### src/rtl/branch_pred_ctrl_pkg.sv
// Shared types and constants for the branch-prediction controller.
package branch_pred_ctrl_pkg;

  // Predictor controller mode: predictions pass through, or are masked.
  typedef enum logic {
    ST_ACTIVE  = 1'b0,
    ST_BACKOFF = 1'b1
  } bp_state_t;

  // Prediction record that travels with an instruction from F to E.
  typedef struct packed {
    logic        valid;
    logic        taken;
    logic [31:0] target;
  } pred_rec_t;

  // Sequential fetch step, used for the not-taken redirect address.
  localparam logic [31:0] PC_INC = 32'd4;

  // Empty record loaded by flushes and reset.
  localparam pred_rec_t PRED_NONE = '0;

endpackage

### src/rtl/bp_pred_pipe.sv
// F->D->E prediction registers with stall and flush control.
module bp_pred_pipe
  import branch_pred_ctrl_pkg::*;
(
  input  logic      clk,
  input  logic      RESET,
  input  logic      StallD,
  input  logic      FlushD,
  input  logic      FlushE,
  input  pred_rec_t pred_f,
  output pred_rec_t pred_e
);

  pred_rec_t pred_d;

  // D stage: flush wins over stall; stall holds the current record.
  always_ff @(posedge clk) begin
    // NOTE: sequential state uses <= so every register samples pre-edge values.
    if (RESET)       pred_d <= PRED_NONE;
    else if (FlushD) pred_d <= PRED_NONE;
    else if (!StallD) pred_d <= pred_f;
  end

  // E stage: always advances from D unless flushed.
  always_ff @(posedge clk) begin
    if (RESET || FlushE) pred_e <= PRED_NONE;
    else                 pred_e <= pred_d;
  end

endmodule

### src/rtl/branch_pred_ctrl.sv
// Branch-prediction controller: masks predictions during back-off,
// detects mispredicts in E, drives redirects/flushes and predictor updates.
module branch_pred_ctrl
  import branch_pred_ctrl_pkg::*;
#(
  parameter int WIN_BITS    = 6,
  parameter int THRESH      = 16,
  parameter int BACKOFF_CYC = 256
) (
  input  logic        clk,
  input  logic        RESET,
  input  logic        PrPCSrc_F,
  input  logic [31:0] PrALUResult_F,
  input  logic        StallD,
  input  logic        FlushE_hz,
  input  logic        Branch_E,
  input  logic        PCSrc_E,
  input  logic [31:0] ALUResult_E,
  input  logic [31:0] PC_E,
  output logic        PredTaken_F,
  output logic [31:0] PredTarget_F,
  output logic        Redirect_E,
  output logic [31:0] RedirectAddr_E,
  output logic        FlushD,
  output logic        FlushE,
  output logic        Upd_WE_PrPCSrc,
  output logic        Upd_WE_PrALUResult,
  output logic [31:0] Upd_PC,
  output logic [31:0] Upd_Target,
  output logic        Upd_Taken,
  output logic        Backoff,
  output logic [15:0] MispredCnt,
  output logic [15:0] BranchCnt
);

  localparam int MIS_W = WIN_BITS + 1;
  localparam int BK_W  = $clog2(BACKOFF_CYC + 1);

  bp_state_t            state, state_nxt;
  logic [WIN_BITS-1:0]  win_cnt;
  logic [MIS_W-1:0]     win_mis, win_mis_nxt;
  logic [BK_W-1:0]      bk_cnt;
  logic                 win_full, bk_done;
  pred_rec_t            pred_f, pred_e;
  logic                 resolve, taken_e, tgt_miss, mispred;

  // Prediction masking: zeroed for the whole back-off period.
  assign PredTaken_F  = (state == ST_ACTIVE) & PrPCSrc_F;
  assign PredTarget_F = (state == ST_ACTIVE) ? PrALUResult_F : '0;
  assign Backoff      = (state == ST_BACKOFF);

  assign pred_f = '{valid: 1'b1, taken: PredTaken_F, target: PredTarget_F};

  bp_pred_pipe u_pipe (
    .clk    (clk),
    .RESET  (RESET),
    .StallD (StallD),
    .FlushD (FlushD),
    .FlushE (FlushE | FlushE_hz),
    .pred_f (pred_f),
    .pred_e (pred_e)
  );

  // Resolution against the prediction the E instruction actually used.
  assign resolve  = Branch_E;
  assign taken_e  = pred_e.valid & pred_e.taken;
  assign tgt_miss = (pred_e.target != ALUResult_E);
  assign mispred  = resolve & ((PCSrc_E != taken_e) | (PCSrc_E & taken_e & tgt_miss));

  assign win_full    = (win_cnt == {WIN_BITS{1'b1}});
  assign win_mis_nxt = win_mis + MIS_W'(mispred);
  assign bk_done     = (bk_cnt == BK_W'(BACKOFF_CYC - 1));

  // Same-cycle mispredict response: redirect fetch and kill D/E.
  always_comb begin
    // NOTE: every output gets a default first so no path leaves a latch.
    Redirect_E     = mispred;
    FlushD         = mispred;
    FlushE         = mispred;
    RedirectAddr_E = '0;
    if (mispred) RedirectAddr_E = PCSrc_E ? ALUResult_E : (PC_E + PC_INC);
  end

  // FSM state register.
  always_ff @(posedge clk) begin
    if (RESET) state <= ST_ACTIVE;
    else       state <= state_nxt;
  end

  // FSM next state: window-fill decision in ACTIVE, timed exit from BACKOFF.
  always_comb begin
    state_nxt = state;
    case (state)
      ST_ACTIVE:  if (resolve && win_full && (int'(win_mis_nxt) >= THRESH)) state_nxt = ST_BACKOFF;
      ST_BACKOFF: if (bk_done) state_nxt = ST_ACTIVE;
      default:    state_nxt = ST_ACTIVE;
    endcase
  end

  // Window and back-off counters; the filling resolution is counted before clearing.
  always_ff @(posedge clk) begin
    if (RESET) begin
      win_cnt <= '0;
      win_mis <= '0;
      bk_cnt  <= '0;
    end else if (state == ST_ACTIVE) begin
      bk_cnt <= '0;
      if (resolve) begin
        if (win_full) begin
          win_cnt <= '0;
          win_mis <= '0;
        end else begin
          win_cnt <= win_cnt + WIN_BITS'(1);
          win_mis <= win_mis_nxt;
        end
      end
    end else begin
      win_cnt <= '0;
      win_mis <= '0;
      bk_cnt  <= bk_done ? '0 : bk_cnt + BK_W'(1);
    end
  end

  // Predictor update: one strobe cycle after each resolution, operands captured with it.
  always_ff @(posedge clk) begin
    if (RESET) begin
      Upd_WE_PrPCSrc     <= 1'b0;
      Upd_WE_PrALUResult <= 1'b0;
      Upd_PC             <= '0;
      Upd_Target         <= '0;
      Upd_Taken          <= 1'b0;
    end else begin
      Upd_WE_PrPCSrc     <= resolve;
      Upd_WE_PrALUResult <= resolve & PCSrc_E & (~taken_e | tgt_miss);
      if (resolve) begin
        Upd_PC     <= PC_E;
        Upd_Target <= ALUResult_E;
        Upd_Taken  <= PCSrc_E;
      end
    end
  end

  // Lifetime statistics, saturating at all-ones.
  always_ff @(posedge clk) begin
    if (RESET) begin
      BranchCnt  <= '0;
      MispredCnt <= '0;
    end else begin
      if (resolve && (BranchCnt != 16'hFFFF))  BranchCnt  <= BranchCnt + 16'd1;
      if (mispred && (MispredCnt != 16'hFFFF)) MispredCnt <= MispredCnt + 16'd1;
    end
  end

endmodule

### config.mk
export PLATFORM = sky130hd
export DESIGN_NAME = branch_pred_ctrl
export DESIGN_NICKNAME = d
export VERILOG_FILES = /design/src/rtl/branch_pred_ctrl_pkg.sv /design/src/rtl/bp_pred_pipe.sv /design/src/rtl/branch_pred_ctrl.sv
export SDC_FILE = /design/constraint.sdc
export NUM_CORES = 1
export LEC_CHECK = 0
export CAP_MARGIN = 20
export CORE_MARGIN = 2
export CORE_UTILIZATION = 51
export DETAILED_ROUTE_END_ITERATION = 10
export PLACE_DENSITY = 0.83
export SLEW_MARGIN = 20
export SYNTH_ARGS = -nofsm -noshare
export SYNTH_HDL_FRONTEND = slang
export SYNTH_SLANG_ARGS = --single-unit
### constraint.sdc
create_clock -name clk -period 6.1 [get_ports clk]
set_input_delay 1.22 -clock clk [delete_from_list [all_inputs] [get_ports clk]]
set_output_delay 1.22 -clock clk [all_outputs]
set_load 0.02 [all_outputs]
==> metrics.txt, run 1 <==
Int Power 2.173 mW; CP startpoint kind input pin; synthesis-to-finish area growth 39.04%; number of DRC markers in iteration 0 489; Synth warnings 0; TritonCTS clock tree yes; Crit. End Element primary output; Max VDD drop 0.2193 mV; status completed; Power Dens Cells 243.5 mW/mm2; synth top area cells dfxtp_1 (44%), mux2i_1 (13%), nor2_1 (7.7%); Synth top cells by count dfxtp_1 (190), nor2_1 (179), mux2i_1 (113); Yosys top cell area share 0.4378; GPL Wtd Cong 0.9150; slew of the pin with the lowest slew margin 1.014 ns; Static Leak 4.806 nW; final period utilization 0.9150; vias 7726; CP arrival 4.36 ns; diodes inserted 0; Tmin final 5.581 ns; Post-synth ARST share 0; Gates resized, CTS repair 0; fraction of the yosys area taken by sequential cells 0.4378; CP max stage delay 0.67 ns; Fin Setup TNS 0 ns; Core ar. 0.01664 mm2; largest family of logic cells by synthesized area simple AND/OR/NAND/NOR gates; mapped cell area 0.008688 mm2; final net count 1309; worst r2r dst Backoff; Hold Path Class reg2reg; RSZ-0062 raised after global routing no; Detail Route Antenna Nets 0; CTS buffer count 17; Synth Area in Adders 0.01296; Final Total Pwr 2.941 mW; cell accounting for the most synthesized area dfxtp_1; Critical-path top delay cell nor4_1; Post-synth EDFFs 0; worst flop-to-flop path startpoint u_pipe.pred_e[20]; H-tree depth 4; WS Path Type in2out; Simple-Gate Fraction of Synth Area 0.2455; XOR/XNOR share of the synthesized area 0.08367; maximum clock frequency 179.2 MHz; die width 134.5 um; Compound-Gate Fraction of Synth Area 0.05069; Die H 134.5 um; Reg power frac 0.446; worst reg2reg path depth 13; CP dominant cell by count clkdlybuf4s50_1; worst hold path depth 1; Detail Placement HPWL 18.59 mm; Worst-path clk slew 0.07 ns; All-Layer GR Usage 0.2715; mux cell area share after synthesis 0.1354; MaxCap Viol Count 0; Post-CTS Setup Inserts 0; first-pass GRT wire length 38.36 mm; number of global-route vias before repair 7296; most common cell in the netlist dfxtp_1; full die area 0.01810 mm2; min-delay src bk_cnt[0]; maximum root-to-sink buffer count 2; TritonRoute pass-1 iters 5; mean routed wirelength per cell 17.39 um; DRC 0; Overflow after GRT 0; CP startpoint ALUResult_E[23]; hold endpoint bk_cnt[0]; Sw Share 0.2613; Port Buffers 270; Inst Count DP 1398; Initial Util 0.5221; switching power 768.5 uW; Rows 47; I/O Pins 271; Synth cell types 48; Gate power share 0.158; FF+latch count, synth 190; layout cells sized above 1 0.05289; skew final 0.006824 ns; pin count of the biggest net entering global routing 76; number of vias per cell 5.403; number of hold buffers added after cts 0; crit-path cells clkdlybuf4s50_1 -> xor2_1 -> nor4_1 -> nand4_1 -> o211ai_2 -> and2_2 -> buf_4 -> nor2_1 -> clkdlybuf4s50_1; initial antenna violation count 0; Post-synth top flop dfxtp_1; Final setup viols 0; CTS root buffer clkbuf_16; Slew headroom 0.3242; worst-path fanout max 29; latest clock arrival within the worst-skew pair 0.43 ns; # clock sinks 190; reg2reg setup slack 2.63 ns; Syn Inst Count 953; clock power share 0.396; Worst EP required 4.88 ns; Syn Area/Cell 9.117 um2; syn_nets 1065; Final Hold Viols 0; Layout Cells excl Fill 1430; WL final 24.86 mm; Final Max Slew Viols 0
routing by layer:
metal | vias up | GRT usage | wire [um]
li1 | 3763 | - | -
met1 | 3595 | 0.3490 | 10650
met2 | 316 | 0.4478 | 11680
met3 | 52 | 0.05443 | 1785
met4 | 0 | 0.1123 | 750
met5 | - | 0 | 0
power by group through the flow:
stage	Combinational [mW]	Clock (mW)	Sequential (mW)
detailed placement	0.462	0	1.34
CTS	0.465	1.18	1.31
global route	0.493	1.23	1.32
global placement	0.458	0	1.34
finish	0.464	1.17	1.31
floorplan	0.199	0	1.37
sequential cells by signal, summed over array words and instances (netlist names), 6 cells and up:
signal         cells
win_cnt            6
MispredCnt        16
BranchCnt         16
u_pipe.pred_d     34
Upd_Target        32
u_pipe.pred_e     34
bk_cnt             9
win_mis            7
Upd_PC            32
area by class of cell:
cell class / count / area (um2)
clock buffers: 18 / 439.2
clock inverters: 14 / 181.4
fillers: 1285 / 4562
inverters: 10 / 37.54
multi-input cells: 700 / 4596
flip-flops and latches: 190 / 3804
well taps: 220 / 275.3
repair buffers: 278 / 2748
cells in the final DEF, fill, tap and decap left out, drive strengths merged, types with 14 or more instances in the layout:
| cell type | instances |
|---|---|
| xor2 | 59 |
| dfxtp | 190 |
| nor4 | 14 |
| clkbuf | 18 |
| nor2 | 179 |
| nor3b | 36 |
| nand2 | 40 |
| o21ai | 14 |
| inv | 16 |
| clkdlybuf4s50 | 266 |
| nand4 | 15 |
| mux2i | 113 |
| nor2b | 39 |
| xnor2 | 24 |
| nand3 | 39 |
| a21oi | 34 |
worst max-delay path by stage:
stage and to:
4_1_cts RedirectAddr_E[9], 5_1_grt RedirectAddr_E[31], 3_3_place_gp RedirectAddr_E[31], 6_report RedirectAddr_E[11]
3_5_place_dp RedirectAddr_E[9], 2_1_floorplan RedirectAddr_E[31]
cell families (layout without fill, tap and decap cells):
logic type	Yosys count	count (layout)
buf+inv	63	320
compound gates	69	69
fa+ha+maj	9	9
xor+xnor	83	83
flops	190	190
mux	117	117
simple gates	422	422
stage by stage:
stage / instance area, um2 / setup WS (ns) / util / hold WS, ns
6_report: 12080 / 0.5187 / 0.7259 / 0.4459
5_1_grt: 12080 / 0.4917 / 0.7259 / 0.4703
4_1_cts: 12080 / 0.6363 / 0.7259 / 0.4466
3_5_place_dp: 11460 / 0.6754 / 0.6886 / 0.4368
3_3_place_gp: 11460 / 0.6978 / 0.6889 / 0.4337
2_1_floorplan: 8688 / 2.036 / - / 0.4175
critical path, delay by kind of cell:
kind,cells,cell delay [ns]
AO/OA/AOI/OAI,1,0.32
AND/OR/NAND/NOR,4,1.27
buffers and inverters,3,1.34
XOR/XNOR,1,0.18
Power figures use the tool's default switching activity.
==> inputs of run 2 (changes only) <==
ABC_AREA = 1   (was unset)
PLACE_DENSITY = 0.82   (was 0.83)
==> run 2 against run 1 <==
  * Die area increased by 5.6%
  * Critical path type unchanged
  * Hold slack worse by 0.0030 ns
  * Clock power decreased by 6%
  * Worst setup slack better by 0.32 ns
  * Sequential share of layout area fell by 1.0 points
  * Count of clock-buffer cells in the layout shrank 1
==> metrics.txt, run 2 <==
Reg power frac 0.451 (+0.005); number of hold buffers added after cts 0 (unchanged); Die H 138.3 um (+2.8%); Power Dens Cells 234.3 mW/mm2 (-3.8%); commonest non-fill, non-tap cell in the layout clkdlybuf4s50_1; Synth warnings 0 (unchanged); Final Total Pwr 2.928 mW (-0.47%); Finished Cell Area 0.01249 mm2 (+3.4%); RSZ-0062 raised after global routing no; Core ar. 0.01784 mm2 (+7.2%); Synth top cells by count nor2_1 (263), nand2_1 (228), dfxtp_1 (190); CTS root buffer clkbuf_16; DRC 0 (unchanged); synthesis-to-finish area growth 35.92%; Inst Count DP 1785 (+28%); layout cells sized above 1 0.05353 (+0.0006339); Crit. End Element primary output; Static Leak 5.181 nW (+7.8%); Initial Util 0.5153 (-0.006813); CTS buffer count 17 (unchanged); Sw Share 0.2984 (+0.03718); TritonCTS clock tree yes; I/O Pins 271 (unchanged); H-tree depth 4 (unchanged); All-Layer GR Usage 0.3001 (+0.02860); Synth cell types 37 (-23%); Port Buffers 270 (unchanged); Place WS 0.8746 ns (+0.1992 ns); Min Hold Slack 0.4429 ns (-0.003031 ns); TritonRoute pass-1 iters 5 (unchanged); first-pass GRT wire length 46.07 mm (+20%); clock power share 0.376 (-0.020); Post-synth top flop dfxtp_1; most common cell in the netlist nor2_1; highest-count cells in the layout ignoring fill and taps clkdlybuf4s50_1 (268), nor2_1 (263), nand2_1 (228), dfxtp_1 (190), inv_1 (184); Detail Placement HPWL 21.68 mm (+17%); number of DRC markers in iteration 0 636 (+30%); switching power 873.7 uW (+14%); CP startpoint kind input pin; skew final 0.009266 ns (+0.002442 ns); Max VDD drop 0.2096 mV (-4.4%); maximum root-to-sink buffer count 2 (unchanged); die width 138.3 um (+2.8%); mean routed wirelength per cell 16.15 um (-7.1%); mapped cell area 0.009193 mm2 (+5.8%); Slew headroom 0.3035 (-0.02072); Rows 49 (+4.3%); Post-CTS Setup Inserts 0 (unchanged); Yosys top cell area share 0.4138 (-0.02401); fin worst setup slack 0.8341 ns (+0.3154 ns); Layout Cells excl Fill 1817 (+27%); Post-synth ARST share 0 (unchanged); Worst-path clk slew 0.07 ns (about the same); Gates resized, CTS repair 0 (unchanged); FF+latch count, synth 190 (unchanged); final period utilization 0.8633 (-0.05171); Int Power 2.054 mW (-5.5%); WL final 29.34 mm (+18%); MaxCap Viol Count 0 (unchanged); final net count 1687 (+29%); Hold Path Class reg2reg; CP dominant cell by count nand2_1; Post-synth EDFFs 0 (unchanged); vias 9244 (+20%); synth top area cells dfxtp_1 (41%), nor2_1 (11%), nand2_1 (9.3%); fill count 1525 (+19%); WS Path Type in2out; Fin Setup TNS 0 ns (unchanged); worst-path fanout max 34 (+17%); crit-path cells clkdlybuf4s50_1 -> xnor2_1 -> nand2_1 -> nor2_1 -> nand2_1 -> nor2_1 -> nand2_1 -> nand2_1 -> nand2_2 -> nand2_4 -> inv_1 -> o21ai_0 -> nor2_1 -> clkdlybuf4s50_1; Final Hold Viols 0 (unchanged); Final Max Slew Viols 0 (unchanged); Syn Area/Cell 6.855 um2 (-25%); cell accounting for the most synthesized area dfxtp_1; syn_nets 1453 (+36%); dpl cell area 0.01192 mm2 (+4.0%); number of global-route vias before repair 8643 (+18%); Syn Inst Count 1341 (+41%); Critical-path top delay cell clkdlybuf4s50_1; slew of the pin with the lowest slew margin 1.045 ns (+0.03109 ns); fraction of the yosys area taken by sequential cells 0.4138 (-0.02401); pin count of the biggest net entering global routing 84 (+11%); Final Core Density 0.7003 (-0.02555); latest clock arrival within the worst-skew pair 0.44 ns (about the same); number of vias per cell 5.088 (-5.8%); full die area 0.01911 mm2 (+5.6%); Final setup viols 0 (unchanged); GPL Wtd Cong 0.9548 (+4.3%); Tmin final 5.266 ns (-0.3154 ns); diodes inserted 0 (unchanged); initial antenna violation count 0 (unchanged); Gate power share 0.174 (+0.016); Detail Route Antenna Nets 0 (unchanged); Regs by FF count u_pipe.pred_d (34), u_pipe.pred_e (34); # clock sinks 190 (unchanged); CP arrival 4.05 ns (-0.31 ns); status completed; CP max stage delay 0.57 ns (-0.10 ns); maximum clock frequency 189.9 MHz (+6.0%); Overflow after GRT 0 (unchanged); Worst EP required 4.88 ns (about the same)
-- run 2: layout make-up --
class                   count  area, um2  share of cell area
clock buffers              17      425.4             0.03405
clock inverters            15      146.4             0.01172
inverters                 190      713.2             0.05708
multi-input cells         900       4379              0.3505
flip-flops and latches    190       3804              0.3044
well taps                 229      286.5             0.02293
repair buffers            276       2740              0.2193
-- run 2: cells by family (layout without fill, tap and decap cells) --
family          count (synthesis)  count (layout)  share of synthesized area
simple gates                  638             638                     0.2971
xor+xnor                       55              55                    0.05240
flops                         190             190                     0.4138
compound gates                198             198                     0.1146
buf+inv                       251             498                     0.1098
fa+ha+maj                       9               9                    0.01225
-- run 2: path summary, 6_finish.rpt --
check,from,end,slack (ns),depth (start not counted)
worst max-delay path,ALUResult_E[13],RedirectAddr_E[30],0.83,14
worst min-delay path,u_pipe.pred_d[32],u_pipe.pred_e[32],0.44,2
worst max register to register,u_pipe.pred_e[13],Backoff,3.04,17
worst min register to register,u_pipe.pred_d[32],u_pipe.pred_e[32],0.44,2
-- run 2: power groups by stage --
| stage | clock network [mW] | registers, mW | logic [mW] |
|---|---|---|---|
| 2_1_floorplan | 0 | 1.38 | 0.217 |
| 3_3_place_gp | 0 | 1.35 | 0.499 |
| 4_1_cts | 1.11 | 1.32 | 0.508 |
| 5_1_grt | 1.16 | 1.32 | 0.548 |
| 3_5_place_dp | 0 | 1.35 | 0.504 |
| 6_report | 1.10 | 1.32 | 0.508 |
-- run 2: layer usage --
layer | global-route usage | vias up | wire length, um
met4 | 0.09076 | 0 | 658
met1 | 0.4006 | 4194 | 12810
met3 | 0.06547 | 40 | 2188
li1 | - | 4665 | -
met5 | 0 | - | 0
met2 | 0.4898 | 345 | 13690
-- run 2: critical path, delay by kind of cell --
kind	cells	cell delay, ns
buffers and inverters	3	1.33
AND/OR/NAND/NOR	9	1.01
XOR/XNOR	1	0.33
AO/OA/AOI/OAI	1	0.13
==> inputs of run 3 (changes only) <==
CORE_UTILIZATION = 43   (was 51)
PLACE_DENSITY = 0.74   (was 0.82)
clock period = 4.7 ns   (was 6.1 ns; I/O delays follow)
==> run 3 against run 2 <==
  * Wire length down 3.3%
  * First-iteration DRC count down 8.6%
  * Die area up 18%
  * Global-route usage down 4.7 points
  * Clock power up 31%
  * Combinational power up 30%
  * Highest routed layer unchanged
==> metrics.txt, run 3 (synthesized netlist as in run 2, its figures left out) <==
status completed; met2 Use GR 0.4080 (-0.08185); Worst EP required 3.76 ns (-1.12 ns); Final Total Pwr 3.810 mW (+30%); Power Dens Cells 301.2 mW/mm2 (+29%); Layout Cells excl Fill 1876 (+3.2%); Detail Placement HPWL 21.25 mm (-2.0%); # clock sinks 190 (unchanged); skew final 0.01207 ns (+0.002808 ns); layout cells sized above 1 0.06059 (+0.007061); CP startpoint kind input pin; CP arrival 3.53 ns (-0.52 ns); busiest layer in global routing met2; worst-path fanout max 5 (-85%); Initial Util 0.4373 (-0.07796); Final Max Slew Viols 0 (unchanged); Fin Setup TNS 0 ns (unchanged); commonest non-fill, non-tap cell in the layout clkdlybuf4s50_1; fin worst setup slack 0.2259 ns (-0.6081 ns); vias 9230 (-0.15%); Worst-path clk slew 0.07 ns (about the same); diodes inserted 0 (unchanged); Gates resized, CTS repair 0 (unchanged); Port Buffers 270 (unchanged); number of vias per cell 4.920 (-3.3%); Overflow after GRT 0 (unchanged); full die area 0.02256 mm2 (+18%); Tmin final 4.474 ns; worst reg2reg path depth 17 (unchanged); CTS root buffer clkbuf_16; first-pass GRT wire length 44.85 mm (-2.7%); maximum clock frequency 223.5 MHz; latest clock arrival within the worst-skew pair 0.44 ns (about the same); mean routed wirelength per cell 15.13 um (-6.3%); Crit. End Element primary output; worst hold path depth 2 (unchanged); number of DRC markers in iteration 0 581 (-8.6%); Static Leak 5.240 nW (+1.1%); fill count 1936 (+27%); I/O Pins 271 (unchanged); pin count of the biggest net entering global routing 68 (-19%); number of hold buffers added after cts 0 (unchanged); Final setup viols 0 (unchanged); met1 Track Usage GR 0.3399 (-0.06064); DRC 0 (unchanged); Place WS 0.2588 ns (-0.6158 ns); Inst Count DP 1844 (+3.3%); Rows 53 (+8.2%); GPL Wtd Cong 0.9149 (-4.2%); MaxCap Viol Count 0 (unchanged); Die H 150.2 um (+8.6%); Slew headroom 0.3475 (+0.04400); WL final 28.38 mm (-3.3%); Hold Path Class reg2reg; synthesis-to-finish area growth 37.63%; slew of the pin with the lowest slew margin 0.9788 ns (-0.06600 ns); GR Util met3 0.05485 (-0.01062); Core ar. 0.02102 mm2 (+18%); reg2reg setup slack 1.84 ns (-1.20 ns); WS Path Type in2out; TritonRoute pass-1 iters 5 (unchanged); H-tree depth 4 (unchanged); initial antenna violation count 0 (unchanged); RSZ-0062 raised after global routing no; Final Core Density 0.6019 (-0.09846); final period utilization 0.9519; maximum root-to-sink buffer count 2 (unchanged); Detail Route Antenna Nets 0 (unchanged); Post-CTS Setup Inserts 0 (unchanged); die width 150.2 um (+8.6%); number of global-route vias before repair 8605 (-0.44%); TritonCTS clock tree yes; CTS buffer count 17 (unchanged); Max VDD drop 0.2246 mV (+7.2%); Regs by FF count u_pipe.pred_d (34), u_pipe.pred_e (34); highest-count cells in the layout ignoring fill and taps clkdlybuf4s50_1 (268), nor2_1 (263), nand2_1 (228), dfxtp_1 (190), inv_1 (184); final net count 1700 (+0.77%); All-Layer GR Usage 0.2535 (-0.04667); Final Hold Viols 0 (unchanged)
## run 3: critical path, cell delays in order
cell and delay, ns:
clkdlybuf4s50_1 0.59, ha_1 0.21, nand2_1 0.09, nor3_2 0.25, nand2_2 0.12, nor2_4 0.19
nand4_4 0.14, xor2_1 0.19, nand2_1 0.07, a21oi_1 0.12, clkdlybuf4s50_1 0.61
## run 3: final cells by class
class	count	area, um2	area share
tap	275	344.1	0.02720
inverter	190	713.2	0.05637
sequential	190	3804	0.3006
clock buffer	19	442.9	0.03501
clock inverter	13	131.4	0.01038
timing repair buffer	289	2838	0.2243
multi-input combinational	900	4379	0.3461
## run 3: power breakdown
part           leakage, nW  switching (mW)  internal, mW
clock                0.276           0.677         0.759
sequential            1.56          0.0330          1.68
combinational         3.41           0.375         0.287
total                 5.24            1.09          2.72
## run 3: routing by layer
metal / up-vias / share of wire / wire (um)
met5: - / 0 / 0
met4: 0 / 0.022 / 636
met3: 36 / 0.069 / 1949
met2: 315 / 0.46 / 12930
met1: 4192 / 0.45 / 12870
li1: 4687 / - / -
## run 3: through the flow
step	hold slack (ns)	instance area [um2]
after floorplan	0.4155	9193
after global placement	0.4260	12080
after detailed placement	0.4305	12080
after CTS	0.4433	12650
after global routing	0.4535	12650
final	0.4379	12650
## run 3: path summary, 6_finish.rpt
| path | to | startpoint |
|---|---|---|
| worst max-delay path | RedirectAddr_E[24] | PC_E[2] |
| worst min-delay path | u_pipe.pred_e[32] | u_pipe.pred_d[32] |
| worst max register to register | Backoff | u_pipe.pred_e[25] |
| worst min register to register | u_pipe.pred_e[32] | u_pipe.pred_d[32] |
